### config.mk
export PLATFORM = sky130hd
export DESIGN_NAME = issue_scheduler
export DESIGN_NICKNAME = d
export VERILOG_FILES = /design/src/rtl/cpu_pkg.sv /design/src/rtl/iss_select.sv /design/src/rtl/issue_scheduler.sv
export SDC_FILE = /design/constraint.sdc
export NUM_CORES = 2
export LEC_CHECK = 0
export CORE_ASPECT_RATIO = 1.5
export CORE_MARGIN = 3
export CORE_UTILIZATION = 25
export DETAILED_ROUTE_END_ITERATION = 10
export GPL_ROUTABILITY_DRIVEN = 0
export PLACE_DENSITY = 0.45
export SLEW_MARGIN = 10
export SYNTH_ARGS = -nofsm -noshare
export SYNTH_HDL_FRONTEND = slang
export SYNTH_HIERARCHICAL = 1
export SYNTH_SLANG_ARGS = --single-unit
export TNS_END_PERCENT = 20
### constraint.sdc
create_clock -name clk -period 8.2 [get_ports clk]
set_clock_uncertainty 0.05 [all_clocks]
set_input_delay 0.82 -clock clk [delete_from_list [all_inputs] [get_ports clk]]
set_output_delay 0.82 -clock clk [all_outputs]
set_load 0.02 [all_outputs]
### src/rtl/cpu_pkg.sv
// Shared CPU constants and the reservation-station entry record.
//   TAG_W      physical-register tag width
//   PAY_W      opaque payload width (alu_sig 3 + imm 32 + pc 12)
//   rs_entry_t one scheduler slot: valid, two sources with ready bits,
//              destination tag, payload
package cpu_pkg;
  localparam int TAG_W = 6;
  localparam int PAY_W = 47;

  typedef struct packed {
    logic             valid;
    logic [TAG_W-1:0] src1_tag;
    logic             src1_rdy;
    logic [TAG_W-1:0] src2_tag;
    logic             src2_rdy;
    logic [TAG_W-1:0] dst_tag;
    logic [PAY_W-1:0] payload;
  } rs_entry_t;
endpackage

### src/rtl/iss_select.sv
// Lowest-index picker over the eligible vector (combinational).
//   elig   in  DEPTH  one bit per queue entry, set when it can issue
//   found  out 1      at least one bit of elig set
//   idx    out IDX_W  lowest set position (0 when none)
module iss_select #(
  parameter int DEPTH = 8,
  parameter int IDX_W = (DEPTH > 1) ? $clog2(DEPTH) : 1
) (
  input  logic [DEPTH-1:0] elig,
  output logic             found,
  output logic [IDX_W-1:0] idx
);
  always_comb begin
    found = 1'b0;
    idx   = '0;
    // scan downward so the last hit is the lowest (oldest) index
    for (int i = DEPTH - 1; i >= 0; i--) begin
      if (elig[i]) begin
        found = 1'b1;
        idx   = IDX_W'(i);
      end
    end
  end
endmodule

### src/rtl/issue_scheduler.sv
// In-order-age reservation station feeding a single ALU.
// Compacting queue (entry 0 oldest), tag wakeup from completion broadcasts,
// oldest-ready selection into a registered valid/ready issue stage.
//   clk, rst            clock, synchronous active-high reset
//   flush               drop every queued and staged instruction
//   disp_*              dispatch request / ready, source tags + ready bits,
//                       destination tag, payload
//   wb_valid, wb_tag    completion broadcast
//   iss_*               staged instruction to the ALU, valid/ready handshake
//   occupancy           valid queue entries, staged slot excluded
module issue_scheduler #(
  parameter int DEPTH = 8,
  parameter int TAG_W = cpu_pkg::TAG_W,
  parameter int PAY_W = cpu_pkg::PAY_W
) (
  input  logic                       clk,
  input  logic                       rst,
  input  logic                       flush,
  input  logic                       disp_valid,
  output logic                       disp_ready,
  input  logic [TAG_W-1:0]           disp_src1_tag,
  input  logic [TAG_W-1:0]           disp_src2_tag,
  input  logic                       disp_src1_rdy,
  input  logic                       disp_src2_rdy,
  input  logic [TAG_W-1:0]           disp_dst_tag,
  input  logic [PAY_W-1:0]           disp_payload,
  input  logic                       wb_valid,
  input  logic [TAG_W-1:0]           wb_tag,
  output logic                       iss_valid,
  input  logic                       iss_ready,
  output logic [TAG_W-1:0]           iss_src1_tag,
  output logic [TAG_W-1:0]           iss_src2_tag,
  output logic [TAG_W-1:0]           iss_dst_tag,
  output logic [PAY_W-1:0]           iss_payload,
  output logic [$clog2(DEPTH+1)-1:0] occupancy
);
  import cpu_pkg::*;

  localparam int IDX_W = (DEPTH > 1) ? $clog2(DEPTH) : 1;
  localparam int OCC_W = $clog2(DEPTH + 1);

  rs_entry_t        q      [DEPTH];
  rs_entry_t        q_nxt  [DEPTH];
  rs_entry_t        woke   [DEPTH+1];  // extra top slot is the empty fill for compaction
  rs_entry_t        new_ent;
  rs_entry_t        stage;
  logic [OCC_W-1:0] occ;
  logic [OCC_W-1:0] widx;
  logic [DEPTH-1:0] elig;
  logic             found;
  logic [IDX_W-1:0] sel;
  logic             load;
  logic             fire;

  // disp_ready only looks at registered occupancy, so a same-cycle stage
  // load never opens a slot for a dispatch at full.
  assign disp_ready = (occ < OCC_W'(DEPTH));
  assign fire       = disp_valid && disp_ready;
  assign load       = found && (!iss_valid || iss_ready);
  assign occupancy  = occ;

  assign iss_src1_tag = stage.src1_tag;
  assign iss_src2_tag = stage.src2_tag;
  assign iss_dst_tag  = stage.dst_tag;
  assign iss_payload  = stage.payload;

  // eligibility uses registered ready bits: a wakeup this cycle is seen next cycle
  always_comb begin
    for (int i = 0; i < DEPTH; i++)
      elig[i] = q[i].valid && q[i].src1_rdy && q[i].src2_rdy;
  end

  iss_select #(.DEPTH(DEPTH), .IDX_W(IDX_W)) u_sel (
    .elig  (elig),
    .found (found),
    .idx   (sel)
  );

  always_comb begin
    new_ent          = '0;
    new_ent.valid    = 1'b1;
    new_ent.src1_tag = disp_src1_tag;
    new_ent.src2_tag = disp_src2_tag;
    new_ent.dst_tag  = disp_dst_tag;
    new_ent.payload  = disp_payload;
    // same-cycle broadcast bypass into the dispatching entry
    new_ent.src1_rdy = disp_src1_rdy || (wb_valid && disp_src1_tag == wb_tag);
    new_ent.src2_rdy = disp_src2_rdy || (wb_valid && disp_src2_tag == wb_tag);

    // dispatch lands just above the surviving entries
    widx = occ - OCC_W'(load);

    for (int i = 0; i < DEPTH; i++) begin
      woke[i] = q[i];
      if (wb_valid && q[i].valid && q[i].src1_tag == wb_tag) woke[i].src1_rdy = 1'b1;
      if (wb_valid && q[i].valid && q[i].src2_tag == wb_tag) woke[i].src2_rdy = 1'b1;
    end
    woke[DEPTH] = '0;

    for (int i = 0; i < DEPTH; i++) begin
      if (load && i >= int'(sel)) q_nxt[i] = woke[i+1];
      else                        q_nxt[i] = woke[i];
      if (fire && widx == OCC_W'(i)) q_nxt[i] = new_ent;
    end
  end

  always_ff @(posedge clk) begin
    if (rst || flush) begin
      for (int i = 0; i < DEPTH; i++) q[i] <= '0;
      occ       <= '0;
      stage     <= '0;
      iss_valid <= 1'b0;
    end else begin
      for (int i = 0; i < DEPTH; i++) q[i] <= q_nxt[i];
      occ <= occ + OCC_W'(fire) - OCC_W'(load);
      if (load) begin
        stage     <= q[sel];
        iss_valid <= 1'b1;
      end else if (iss_ready) begin
        iss_valid <= 1'b0;
      end
    end
  end
endmodule

==> results.json <==
{
  "yosys.area_share.adder_pct": 0.389,
  "die_h_um": 436,
  "cts-hold-fix-buffers": 0,
  "crit_fanout": 65,
  "die_area_sq_um": 128000,
  "place_ws_ns": 2.45,
  "endpoint_kind": "register",
  "synth-simple-area-share_pct": 21.5,
  "syn_area_sq_um": 30900,
  "syn2layout_area_growth_pct": 14.4,
  "vias": 27500,
  "post-dp-hpwl_mm": 70.2,
  "dpl.cell_count": 5072,
  "cts_setup_buffers": 0,
  "track_usage_pct": 18.4,
  "setup_violations": 0,
  "synth_top_family_by_area": "simple AND/OR/NAND/NOR gates",
  "syn_avg_cell_area_sq_um": 8.35,
  "avgViaCountPerCell": 5.28,
  "muxShareOfSynthArea_pct": 11.6,
  "rsz0062_at_grt": "no",
  "drt_iter0_drc": 2143,
  "first_pass_iters": 5,
  "io_pins": 150,
  "hold_path.class": "register to register",
  "yosys-top-cells-area": "dfxtp_1, a311oi_1, nand2_1",
  "clk_pin_slew_ns": 0.06,
  "synth_top_area_cell": "dfxtp_1",
  "min_from": "q[0][45]$_SDFFE_PP0P_",
  "vdd_drop_max_v": 0.000142,
  "fin_crit_ns": 5.66,
  "insertion_delay_ns": 0.65,
  "worstPathArrival_ns": 6.14,
  "layout_commonest_cell": "nand2_1",
  "ctsResizeCount": 0,
  "io_buffers": 149,
  "finalNonFillerCells": 5197,
  "min_period_over_period_pct": 69.0,
  "ys_seq_area_share_pct": 39.8,
  "required_ns": 8.68,
  "max_freq_mhz": 177,
  "powerDensity_nw_per_um2": 188,
  "nets": 3638,
  "layout_common_cells": "nand2_1, dfxtp_1, nor2_1",
  "synthCells": 3698,
  "synth-edff-count": 0,
  "leakagePower_nw": 10.4,
  "cts_sinks": 614,
  "final-seq-area_sq_um": 12300,
  "postRouteAntennaNets": 0,
  "core_sq_um": 122000,
  "crit_type": "register to register",
  "startpoint_type": "register",
  "die_w_um": 293,
  "num-fill-cells": 12800,
  "drt-total-wl_mm": 121,
  "cts_made_buffers": 66,
  "tns_ns": 0,
  "multi_input_area_sq_um": 16800,
  "status": "finished, final reports clean",
  "drcViolationCount": 0,
  "initial_utilization_pct": 25.2,
  "slew_headroom_pct": 23.4,
  "cp-startpoint": "q[5][53]$_SDFF_PP0_",
  "yosysTopAreaCellShare_pct": 39.8,
  "drv_cap": 0,
  "clk_path_buf_depth": 3,
  "ys_seq_elements": 614,
  "grt_pass1_vias": 27300,
  "synth_compound_area_share_pct": 17.0,
  "r2r_start": "q[5][53]$_SDFF_PP0_",
  "grt_pass1_wl_mm": 181,
  "slew_violations": 0,
  "ys.flop_type": "dfxtp_1",
  "worst_slack_ns": 2.54,
  "htreeDepth": 3,
  "antenna_found_initial": 6,
  "yosysUniqueCellTypes": 52,
  "tightest_slew_ns": 1.15,
  "post-route-util_pct": 28.9,
  "synth_nets": 3786,
  "yosys_warnings": 6,
  "root_buffer": "clkbuf_16",
  "rows": 157,
  "wl_per_cell_um": 23.2,
  "hold_violations": 0,
  "drive_gt1_share_pct": 8.86,
  "cts_tree": "yes",
  "grt_max_degree": 198,
  "synth_xor_area_share_pct": 3.23,
  "synthArstFlopShare_pct": 0,
  "overflow": 0
}
[state kept, by name (all words and copies together) (netlist names)]
signal and flops:
q 544, iss_payload 47, iss_dst_tag 6, iss_src1_tag 6, iss_src2_tag 6, occupancy 4, iss_valid 1
[logic make-up (layout without fill, tap and decap cells)]
| family | count (synthesis) | after routing |
|---|---|---|
| multiplexers | 195 | 195 |
| AND/OR/NAND/NOR | 1649 | 1649 |
| flip-flops | 614 | 614 |
| AO/OA/AOI/OAI | 689 | 689 |
| other | 0 | 6 |
| XOR/XNOR | 113 | 113 |
| adder cells (fa/ha/maj) | 9 | 9 |
| buffers and inverters | 429 | 332 |
[worst paths after layout]
kind              cells past startpoint               endpoint  slack, ns
hold reg to reg                       2  q[0][45]$_SDFFE_PP0P_       0.43
setup / recovery                     11  q[5][17]$_SDFFE_PP0P_       2.54
hold / removal                        2  q[0][45]$_SDFFE_PP0P_       0.43
setup reg to reg                     11  q[5][17]$_SDFFE_PP0P_       2.54
[Yosys cell counts (14+ instances only)]
master / count
nor2_1: 467
clkbuf_2: 18
clkbuf_1: 162
dfxtp_1: 614
buf_2: 171
xnor2_1: 52
a311oi_1: 455
mux4_2: 130
nor4_1: 19
o21ai_0: 68
nand2_1: 1007
o32ai_1: 14
nand3_1: 67
nand4_1: 14
buf_1: 33
mux2i_1: 65
xor2_1: 60
nor3_1: 26
buf_4: 31
a21oi_1: 133
[power by group]
| part | total, W | switching [W] | internal, W |
|---|---|---|---|
| clock network | 0.00325 | 0.00135 | 0.00190 |
| logic | 0.000354 | 0.000236 | 0.000118 |
| registers | 0.00303 | 0.0000203 | 0.00301 |
[worst max-delay path, cell delays in order, from the launching register on]
cell,delay (ns)
dfxtp_1,0.32
and3_1,0.21
nor4_1,0.81
nand2_1,0.40
nand2_4,0.54
inv_6,0.30
ha_1,0.31
nor2b_1,0.22
or3_1,0.63
nand4_4,0.75
buf_4,0.58
a311oi_1,0.31
[metrics by stage]
| step | cell area [sq um] | hold slack [ns] | total power, W |
|---|---|---|---|
| finish | 35300 | 0.432 | 0.00663 |
| detailed placement | 33000 | 0.423 | 0.00345 |
| global placement | 33000 | 0.418 | 0.00345 |
| global route | 35300 | 0.455 | 0.00684 |
| CTS | 35300 | 0.433 | 0.00673 |
| floorplan | 30900 | 0.404 | 0.00332 |
[per-layer routing]
metal	share of wire [%]	vias up	GRT usage, %	routed length, um
li1	-	12800	-	-
met1	41	13600	22.4	49800
met2	50	784	32.3	60200
met3	5.3	213	2.96	6360
met4	3.5	0	7.02	4170
met5	0	-	0	0
[layout make-up]
type | count | share of cell area (%)
clock inverters | 10 | 0.517
repair buffers | 204 | 5.50
well taps | 1590 | 5.63
multi-input cells | 2655 | 47.5
inverters | 9 | 0.110
clock buffers | 109 | 5.92
flip-flops and latches | 614 | 34.8
diodes | 6 | 0.0425
Power figures use the tool's default switching activity.
